**config.mk**
```make
export PLATFORM = sky130hd
export DESIGN_NAME = change_dispenser
export DESIGN_NICKNAME = d
export VERILOG_FILES = /design/src/rtl/vm_pkg.sv /design/src/rtl/denom_select.sv /design/src/rtl/change_dispenser.sv
export SDC_FILE = /design/constraint.sdc
export NUM_CORES = 1
export LEC_CHECK = 0
export CORE_MARGIN = 3
export CORE_UTILIZATION = 40
export CTS_BUF_LIST = sky130_fd_sc_hd__clkbuf_8 sky130_fd_sc_hd__clkbuf_16
export DETAILED_ROUTE_END_ITERATION = 10
export DONT_BUFFER_PORTS = 1
export GPL_TIMING_DRIVEN = 0
export PLACE_DENSITY = 0.54
export SYNTH_ARGS = -nofsm -noshare
export SYNTH_HDL_FRONTEND = slang
export SYNTH_SLANG_ARGS = --single-unit
```
**constraint.sdc**
```tcl
create_clock -name clk -period 2.3 [get_ports clk]
set_input_delay 0.46 -clock clk [delete_from_list [all_inputs] [get_ports clk]]
set_output_delay 0.46 -clock clk [all_outputs]
set_load 0.02 [all_outputs]
```
**src/rtl/vm_pkg.sv**
```systemverilog
// Shared vending-machine types: coin codes, coin values and dispenser FSM states.
package vm_pkg;

    typedef enum logic [2:0] {
        COIN_10  = 3'd0,
        COIN_20  = 3'd1,
        COIN_50  = 3'd2,
        COIN_100 = 3'd3,
        COIN_200 = 3'd4
    } coin_e;

    localparam int unsigned NUM_COINS = 5;

    localparam logic [7:0] COIN_VAL_10  = 8'd10;
    localparam logic [7:0] COIN_VAL_20  = 8'd20;
    localparam logic [7:0] COIN_VAL_50  = 8'd50;
    localparam logic [7:0] COIN_VAL_100 = 8'd100;
    localparam logic [7:0] COIN_VAL_200 = 8'd200;

    typedef enum logic [2:0] {
        StIdle,
        StSelect,
        StEject,
        StGap,
        StDone
    } disp_state_e;

    function automatic logic [7:0] coin_value(input logic [2:0] code);
        case (code)
            COIN_10:  coin_value = COIN_VAL_10;
            COIN_20:  coin_value = COIN_VAL_20;
            COIN_50:  coin_value = COIN_VAL_50;
            COIN_100: coin_value = COIN_VAL_100;
            COIN_200: coin_value = COIN_VAL_200;
            default:  coin_value = 8'd0;
        endcase
    endfunction

endpackage

```
**src/rtl/denom_select.sv**
```systemverilog
// Combinational greedy picker: largest non-empty denomination not exceeding remaining.
module denom_select
    import vm_pkg::*;
#(
    parameter int W = 8
) (
    input  logic [W-1:0] remaining,
    input  logic [4:0]   coin_empty,
    output logic         found,
    output logic [2:0]   code
);

    localparam int CW = (W > 8) ? W : 8;

    // Ascending scan so the last hit is the largest usable coin.
    always_comb begin
        found = 1'b0;
        code  = 3'd0;
        for (int i = 0; i < NUM_COINS; i++) begin
            if (!coin_empty[i] && (CW'(remaining) >= CW'(coin_value(3'(i))))) begin
                found = 1'b1;
                code  = 3'(i);
            end
        end
    end

endmodule

```
**src/rtl/change_dispenser.sv**
```systemverilog
// Breaks a change amount into coins (greedy) and feeds a hopper over valid/ready.
module change_dispenser
    import vm_pkg::*;
#(
    parameter int GAP_CYCLES = 1,
    parameter int W          = 8
) (
    input  logic         clk,
    input  logic         rst_n,
    input  logic [W-1:0] change_in,
    input  logic [4:0]   coin_empty,
    input  logic         eject_ready,
    output logic         eject_valid,
    output logic [2:0]   eject_coin,
    output logic         busy,
    output logic         done,
    output logic [W-1:0] short_amount,
    output logic         err_short,
    output logic         err_ovf
);

    localparam int GW = (GAP_CYCLES > 1) ? $clog2(GAP_CYCLES) : 1;

    disp_state_e   state;
    logic [W-1:0]  remaining;
    logic [W-1:0]  pending;
    logic [GW-1:0] gap_cnt;
    logic          sel_found;
    logic [2:0]    sel_code;
    logic [W:0]    pend_sum;

    assign pend_sum = {1'b0, pending} + {1'b0, change_in};
    assign busy     = (state != StIdle);

    denom_select #(
        .W(W)
    ) u_denom_select (
        .remaining (remaining),
        .coin_empty(coin_empty),
        .found     (sel_found),
        .code      (sel_code)
    );

    always_ff @(posedge clk) begin
        if (!rst_n) begin
            state        <= StIdle;
            remaining    <= '0;
            pending      <= '0;
            gap_cnt      <= '0;
            eject_valid  <= 1'b0;
            eject_coin   <= 3'd0;
            done         <= 1'b0;
            short_amount <= '0;
            err_short    <= 1'b0;
            err_ovf      <= 1'b0;
        end else begin
            done <= 1'b0;

            // Requests arriving mid-payout are queued; IDLE loads pending itself.
            if (state != StIdle && change_in != '0) begin
                if (pend_sum[W]) begin
                    pending <= '1;
                    err_ovf <= 1'b1;
                end else begin
                    pending <= pend_sum[W-1:0];
                end
            end

            unique case (state)
                StIdle: begin
                    if (change_in != '0 || pending != '0) begin
                        remaining <= change_in + pending;
                        pending   <= '0;
                        state     <= StSelect;
                    end
                end
                StSelect: begin
                    if (sel_found) begin
                        eject_coin  <= sel_code;
                        eject_valid <= 1'b1;
                        state       <= StEject;
                    end else begin
                        done         <= 1'b1;
                        short_amount <= remaining;
                        err_short    <= (remaining != '0);
                        state        <= StDone;
                    end
                end
                StEject: begin
                    if (eject_ready) begin
                        remaining   <= remaining - W'(coin_value(eject_coin));
                        eject_valid <= 1'b0;
                        gap_cnt     <= '0;
                        state       <= (GAP_CYCLES > 0) ? StGap : StSelect;
                    end
                end
                StGap: begin
                    if (gap_cnt == GW'(GAP_CYCLES - 1)) begin
                        gap_cnt <= '0;
                        state   <= StSelect;
                    end else begin
                        gap_cnt <= gap_cnt + 1'b1;
                    end
                end
                StDone: begin
                    state <= StIdle;
                end
                default: begin
                    state <= StIdle;
                end
            endcase
        end
    end

endmodule
```
Word-level counts from Yosys, hierarchy flattened

Index checks and enable logic that the tools add are counted.

Bitwise logic cells: 1
Reduce and logical (&&, ||, !) cells: 29
Order comparisons: 5
Muxes and demuxes: 31
Equality and inequality tests: 11
$add $sub $neg: 4

Operators with widths:

| operator           | number |
|---|---|
| $mux 8             | 9 |
| $pmux 8 s5         | 1 |
| $reduce_bool 8->1  | 3 |
| $pmux 8 s2         | 1 |
| $mux 3             | 5 |
| $eq 3x2->1 const B | 4 |
| $pmux 3 s4         | 1 |
| $mux 1             | 10 |
| $reduce_and 2->1   | 5 |
| $add 8x8->9        | 1 |
| $reduce_and 3->1   | 3 |
| $add 8x8->8        | 1 |
| $ge 8x4->1 const B | 1 |
| $ge 8x5->1 const B | 1 |
| $ge 8x6->1 const B | 1 |
| $ge 8x7->1 const B | 1 |
| $ge 8x8->1 const B | 1 |
| $ne 2x2->1 const B | 4 |
| $sub 8x8->8        | 1 |
| $eq 3x1->1 const B | 2 |
| $logic_and 1x1->1  | 6 |
| $logic_not 3->1    | 2 |
| $reduce_bool 2->1  | 3 |
| $logic_not 1->1    | 5 |
| 7 further kinds    | 9 |

Bits in registers: 35
Output and inout port bits: 16
Input port bits: 16
Logic and storage cells: 91

Logic depth before layout (Yosys ltp)

Gate-level depths: netlist of run 1.

Depth after elaboration: 9
Depth in mapped cells: 10
Gate-level depth less buffers: 10

Cells and area by module

A second synthesis of run 1 with hierarchy kept.

Cells, all modules: 278
Area total of the unflattened synthesis: 2285.9 sq um

Modules (own cells, without submodules):

| module           | seq. area each (sq um) | times used | area an instance (sq um) | cells an instance |
|---|---|---|---|---|
| change_dispenser | 680.7                  | 1          | 2147.1                   | 253 |
| denom_select     | 0.0                    | 1          | 138.9                    | 25 |

Least setup slack after synthesis of run 1

Ideal clock, no wire load.

Kind: input -> register
Start: input change_in[0]
End: register pending[6]
Setup time: 0.078 ns
Stages on the path: 9
Buffers on the path: 0
Setup slack: 0.107 ns
Arrival: 2.115 ns
Required time: 2.222 ns
Path through: ha_1 inv_1 fa_1 nor2b_1 o31a_1 o311ai_1 a21oi_1 nor3b_1 nor3_1

Cells in the longest elaborated chain, start to end: 5
Elaborated cells on any way between the ends: 8
Those cells by class: add/sub: 1; mux: 4; reduce/logical: 3

Ends and longest elaborated chain:

| element                                                 | line                                                                   | source |
|---|---|---|
| from (decl)                                             | change_dispenser.sv:10                                                 | `input logic [W-1:0] change_in,` |
| $add 8x8->9 / $reduce_bool 8->1 (equally long branches) | change_dispenser.sv:32, change_dispenser.sv:60, change_dispenser.sv:71 |  |
| $mux 8 / $logic_and 1x1->1 (equally long branches)      | change_dispenser.sv:61, change_dispenser.sv:60                         |  |
| $mux 8                                                  | change_dispenser.sv:60                                                 | `if (state != StIdle && change_in != '0) begin` |
| $mux 8                                                  | change_dispenser.sv:71                                                 | `if (change_in != '0 \|\| pending != '0) begin` |
| $mux 8 (*)                                              | change_dispenser.sv:69                                                 | `unique case (state)` |
| to (signal assigned)                                    | change_dispenser.sv:65                                                 | `pending <= pend_sum[W-1:0];` |
| to (decl)                                               | change_dispenser.sv:26                                                 | `logic [W-1:0] pending;` |

Every way passes the cells marked *; elsewhere a longest branch is shown, timed or not.
A chain may end at the register's enable or synchronous reset.

Worst setup path in the final report of run 1

Start: register pending[0]
End: register pending[6]

Cells in the longest elaborated chain, start to end: 5
Elaborated cells on any way between the ends: 7
Those cells by class: add/sub: 1; mux: 4; reduce/logical: 2

Ends and longest elaborated chain:

| element     | line                   | source |
|---|---|---|
| $add 8x8->9 | change_dispenser.sv:32 | `assign pend_sum = {1'b0, pending} + {1'b0, change_in};` |
| $mux 8      | change_dispenser.sv:61 | `if (pend_sum[W]) begin` |
| $mux 8      | change_dispenser.sv:60 |  |
| $mux 8      | change_dispenser.sv:71 |  |
| $mux 8 (*)  | change_dispenser.sv:69 |  |

Marked as above.

==> out/results.ini, run 1 <==
[logic_synthesis]
synthArstFlopShare_pct=0
synthAdderAreaFrac_pct=11.2
ys.flop_type=dfxtp_1
ys_seq_area_share_pct=31.8
synth_compound_area_share_pct=21.2
synth_area_sq_um=2140
synth_xor_xnor_area_share_pct=2.46
synth_edf_count=0
synthMostInstantiatedCell=dfxtp_1
ys_seq_elements=34
synth_top_area_share_pct=31.8
synth_mux_area_share_pct=1.40
syn_area_per_cell_sq_um=8.13
syn_inst=263
ys_warn_count=0
ys_types=46
netlist_top_cells_count=34 x dfxtp_1, 26 x nand2_1, 21 x nor3_1, 17 x nor2_1, 16 x ha_1
netlist_top_cells_area=dfxtp_1 32%, ha_1 9.4%, nor3_1 4.9%
synthSimpleGateAreaFrac_pct=28.2
syn_nets=297
yosysTopAreaCell=dfxtp_1
synth_top_family_by_area=simple AND/OR/NAND/NOR gates

[cells_and_area]
antenna_cells=0
layout-drive-gt1-share_pct=9.19
multi_input_area_sq_um=1390
seq_area_sq_um=686
final_net_count=305
area.growth.synth_to_final_pct=9.60
fill_cells=526
final_cells=339

[die]
rows=25
die_h_um=79.1
fp.dieW_um=79.1
io_pins=32
core_area_sq_um=4940
start_util_pct=43.3
die_area_sq_um=6260

[global_route]
grt_pass1_wl_mm=8.96
grt_antenna_before_repair=0
grt_max_degree=12
grt_overflow=0
grt_pass1_vias=1802
grt_use_total_pct=18.2

[setup_path]
worstPathArrival_ns=2.36
critPathLaunchType=register
cp.required_ns=2.51
endpoint_kind=register
crit_fanout=9
critPathKind=reg2reg

[power_and_ir_drop]
pwr-share-seq_pct=33.7
vdd_drop_max_v=0.000492
power_density_nw_per_um2=1410
power.total_mw=3.31
p_int_mw=1.78
pwr-share-clk_pct=14.2
p_leak_nw=0.921
switching_share_pct=46.2
pwr-share-comb_pct=52.1
switchingPower_mw=1.53

[route]
routed-via-count=1894
vias_per_cell=5.59
drtPass1Iterations=4
wl_mm=5.41
drt_iter0_drc=117
post-route-drc-count=0
postRouteAntennaNets=0
avgRoutedWirePerCell_um=16.0

[job]
drv_cap=0

[timing]
min_period_over_period_pct=93.4
hold_ws_ns=0.351
relSlewSlack_pct=46.2
max_freq_mhz=465
tns_ns=0
worst_pin_slew_ns=0.807
finalHoldViolations=0
fin_skew_ns=0.0104
period_needed_ns=2.15
final-max-slew-violation-count=0
setup_viol=0

[placed_design]
place_inst=330
portBuffers=0
globalplace.congestion=0.857
dp_hpwl_mm=4.01

[clock_network]
clk_path_buf_depth=2
cts_tree=done
root_buffer=clkbuf_8
clk_latency_ns=0.29
htree_levels=2
numCtsBuffers=5
clock-sinks=34
clkTransAtPathRegs_ns=0.08

[run_status]
status=completed

[hold_path]
hold_path.class=in2reg

per-layer routing:
layer / vias up / track usage (%) / routed length, um
li1: 975 / - / -
met4: 0 / 5.15 / 47
met3: 4 / 3.85 / 243
met2: 30 / 27.9 / 2440
met5: - / 0 / 0
met1: 885 / 25.6 / 2690
metrics by stage:
stage / utilization (%) / setup slack (ns) / cell area, sq um
after floorplan: - / 0.107 / 2140
after global placement: 45.0 / -0.296 / 2220
after detailed placement: 45.0 / -0.279 / 2220
after CTS: 47.1 / 0.0581 / 2330
after global routing: 47.4 / -0.0510 / 2340
final: 47.4 / 0.151 / 2340
placed cells by master (no fill, tap or decap), types with 5 or more instances in the layout:
master	netlist	layout
o21a_1	6	6
nor3_1	21	21
o21ai_1	14	14
nor4_1	5	5
nand2_1	26	26
nand3_1	12	12
clkbuf_1	6	6
inv_1	8	8
nor3b_1	5	5
nor2b_1	8	7
a21oi_1	15	14
dfxtp_1	34	30
o21ai_0	5	5
nor2_1	17	17
ha_1	16	16
clkbuf_8	0	6
final timing paths:
check                                       end  cells past startpoint  slack (ns)         start
worst min-delay path                eject_valid                      3        0.35   eject_ready
worst min register to register  short_amount[1]                      2        0.51  remaining[1]
worst max-delay path                 pending[6]                     10        0.15    pending[0]
worst max register to register       pending[6]                     10        0.15    pending[0]
flip-flops by register name, summed over array words and instances (netlist names):
| name | flops |
|---|---|
| eject_valid | 1 |
| err_ovf | 1 |
| err_short | 1 |
| short_amount | 8 |
| eject_coin | 3 |
| pending | 8 |
| done | 1 |
| state | 3 |
| remaining | 8 |
logic make-up after synthesis:
| kind of cell | Yosys count |
|---|---|
| and+or+nand+nor | 115 |
| AOI/OAI and AO/OA | 69 |
| DFF | 34 |
| buffers and inverters | 18 |
| adders and majority gates | 18 |
| xor gates and xnor gates | 6 |
| muxes | 3 |
what timing repair did:
item / CTS / global route
gates resized for setup: 1 / 6
pin swaps: 1 / 0
endpoints found under the setup margin: 9 / 9
cloned: 0 / 0
hold buffers: 0 / 0
setup buffers: 1 / 0
worst max-delay path, stage by stage, from the launching register on:
cell and delay (ns):
dfxtp_1 0.38, ha_1 0.18, inv_1 0.06, fa_1 0.42, nor2b_2 0.16, o31a_1 0.20, o311ai_2 0.12, a21oi_2 0.15
buf_4 0.18, nor3b_1 0.06, nor3_1 0.17
area by class of cell:
class,instances,area share [%]
Clock inverter,2,0.534
Timing Repair Buffer,1,0.320
Buffer,10,2.03
Clock buffer,6,3.52
Inverter,8,1.28
Multi-Input combinational cell,211,59.5
Tap cell,67,3.58
Sequential cell,34,29.3
power by group through the flow:
stage | clock network [mW] | logic [mW] | registers [mW]
2_1_floorplan | 0 | 1.40 | 1.02
4_1_cts | 0.485 | 1.71 | 1.11
6_report | 0.471 | 1.72 | 1.11
5_1_grt | 0.503 | 1.96 | 1.15
3_5_place_dp | 0 | 1.69 | 1.12
3_3_place_gp | 0 | 1.68 | 1.12
Power figures use the tool's default switching activity.
==> run 2: changes to the inputs <==
MAX_ROUTING_LAYER = met4   (was not set)
==> run 2 against run 1 <==
Critical path depth stayed put. First-iteration DRC count is 1.7% higher. Final cell count stayed put. Sequential share of layout area stayed put. Critical endpoint unchanged. Sequential cell count stayed put. Design area stayed put.
==> out/results.ini, run 2 (synthesis gave the netlist of run 1 again) <==
[run_status]
status=completed

[power_and_ir_drop]
power.total_mw=3.31
power_density_nw_per_um2=1410
p_leak_nw=0.921
vdd_drop_max_v=0.000492

[cells_and_area]
layout_common_cells=30 x dfxtp_1, 26 x nand2_1, 21 x nor3_1
mostFrequentLayoutCell=dfxtp_1
layout-drive-gt1-share_pct=9.19
fill_cells=526
final_cells=339
area.growth.synth_to_final_pct=9.60
final_net_count=305
antenna_cells=0
largestRegisters=pending x8, remaining x8, short_amount x8

[clock_network]
numCtsBuffers=5
cts_tree=done
clk_path_buf_depth=2
clk_latency_ns=0.29
root_buffer=clkbuf_8
holdBufCountCts=0
clock-sinks=34
htree_levels=2
clkTransAtPathRegs_ns=0.08

[setup_path]
endpoint_kind=register
crit_fanout=9
critPathLaunchType=register
worstPathArrival_ns=2.30
critPathKind=reg2reg
cp.required_ns=2.46

[timing]
layout_setup_ws_ns=0.159
setup_viol=0
final-max-slew-violation-count=0
period_needed_ns=2.14
finalHoldViolations=0
min_period_over_period_pct=93.1
worst_pin_slew_ns=0.797
max_freq_mhz=467
fin_skew_ns=0.0104
relSlewSlack_pct=46.9

[global_route]
grt_use_total_pct=18.7
grt_overflow=0
grt_pass1_wl_mm=8.97
grt_antenna_before_repair=0
grt_pass1_vias=1801
grt_max_degree=12

[die]
start_util_pct=43.3
die_h_um=79.1
io_pins=32
rows=25
core_area_sq_um=4940
die_area_sq_um=6260
fp.dieW_um=79.1

[placed_design]
portBuffers=0
dp_hpwl_mm=4.01
globalplace.congestion=0.871
place_ws_ns=-0.279
place_inst=330

[hold_path]
hold_path.class=in2reg

[route]
wl_mm=5.40
vias_per_cell=5.58
drtPass1Iterations=4
postRouteAntennaNets=0
post-route-drc-count=0
drt_iter0_drc=119
routed-via-count=1891
avgRoutedWirePerCell_um=15.9

[job]
drv_cap=0

## run 2: repair_timing
| action | 4_1_cts | 5_1_grt |
|---|---|---|
| endpoints found under the setup margin | 9 | 9 |
| buffers inserted | 1 | 0 |
| gates resized for setup | 1 | 6 |
| pin swaps | 1 | 0 |
## run 2: layout make-up
class,instances,area (sq um),share of cell area [%]
multi-input combinational,211,1390,59.5
timing repair buffer,1,7.51,0.320
buffer,10,47.5,2.03
clock inverter,2,12.5,0.534
tap,67,83.8,3.58
inverter,8,30.0,1.28
sequential,34,686,29.3
clock buffer,6,82.6,3.52
## run 2: per-stage QoR
stage / instance area, sq um / setup TNS, ns / util, % / hold WS [ns]
global route: 2340 / -0.119 / 47.4 / 0.374
CTS: 2330 / 0 / 47.1 / 0.344
detailed placement: 2220 / -2.15 / 45.0 / 0.495
global placement: 2220 / -2.21 / 45.0 / 0.493
finish: 2340 / 0 / 47.4 / 0.351
floorplan: 2140 / 0 / - / 0.449
## run 2: worst max-delay path: stages, from the launching register on
cell and delay [ns]:
dfxtp_1 0.34, ha_1 0.20, inv_1 0.07, fa_1 0.23, nor2b_2 0.06, o31a_1 0.28
o311ai_2 0.30, a21oi_2 0.09, buf_4 0.17, nor3b_1 0.20, nor3_1 0.07
## run 2: path summary, 6_finish.rpt
kind	startpoint	end	slack, ns	cells past startpoint
max	pending[0]	pending[6]	0.16	10
min	eject_ready	eject_valid	0.35	3
max reg2reg	pending[0]	pending[6]	0.16	10
min reg2reg	remaining[1]	short_amount[1]	0.51	2
## run 2: routing by layer
metal / track usage, % / vias to the layer above / wire [um]
met3: 3.85 / 4 / 240
met2: 27.9 / 30 / 2430
met4: 5.15 / 0 / 46
met5: - / - / 0
met1: 25.6 / 882 / 2680
li1: - / 975 / -
## run 2: power by group
group          switching [mW]  internal (mW)  total (mW)
clock                   0.230          0.241       0.471
combinational           0.961          0.762        1.72
sequential              0.338          0.776        1.11
total                    1.53           1.78        3.31
==> run 3: changes to the inputs <==
TNS_END_PERCENT = 1   (was not set)
==> results of run 3 <==
Final layout, timing and power as in run 2 (identical DEF).
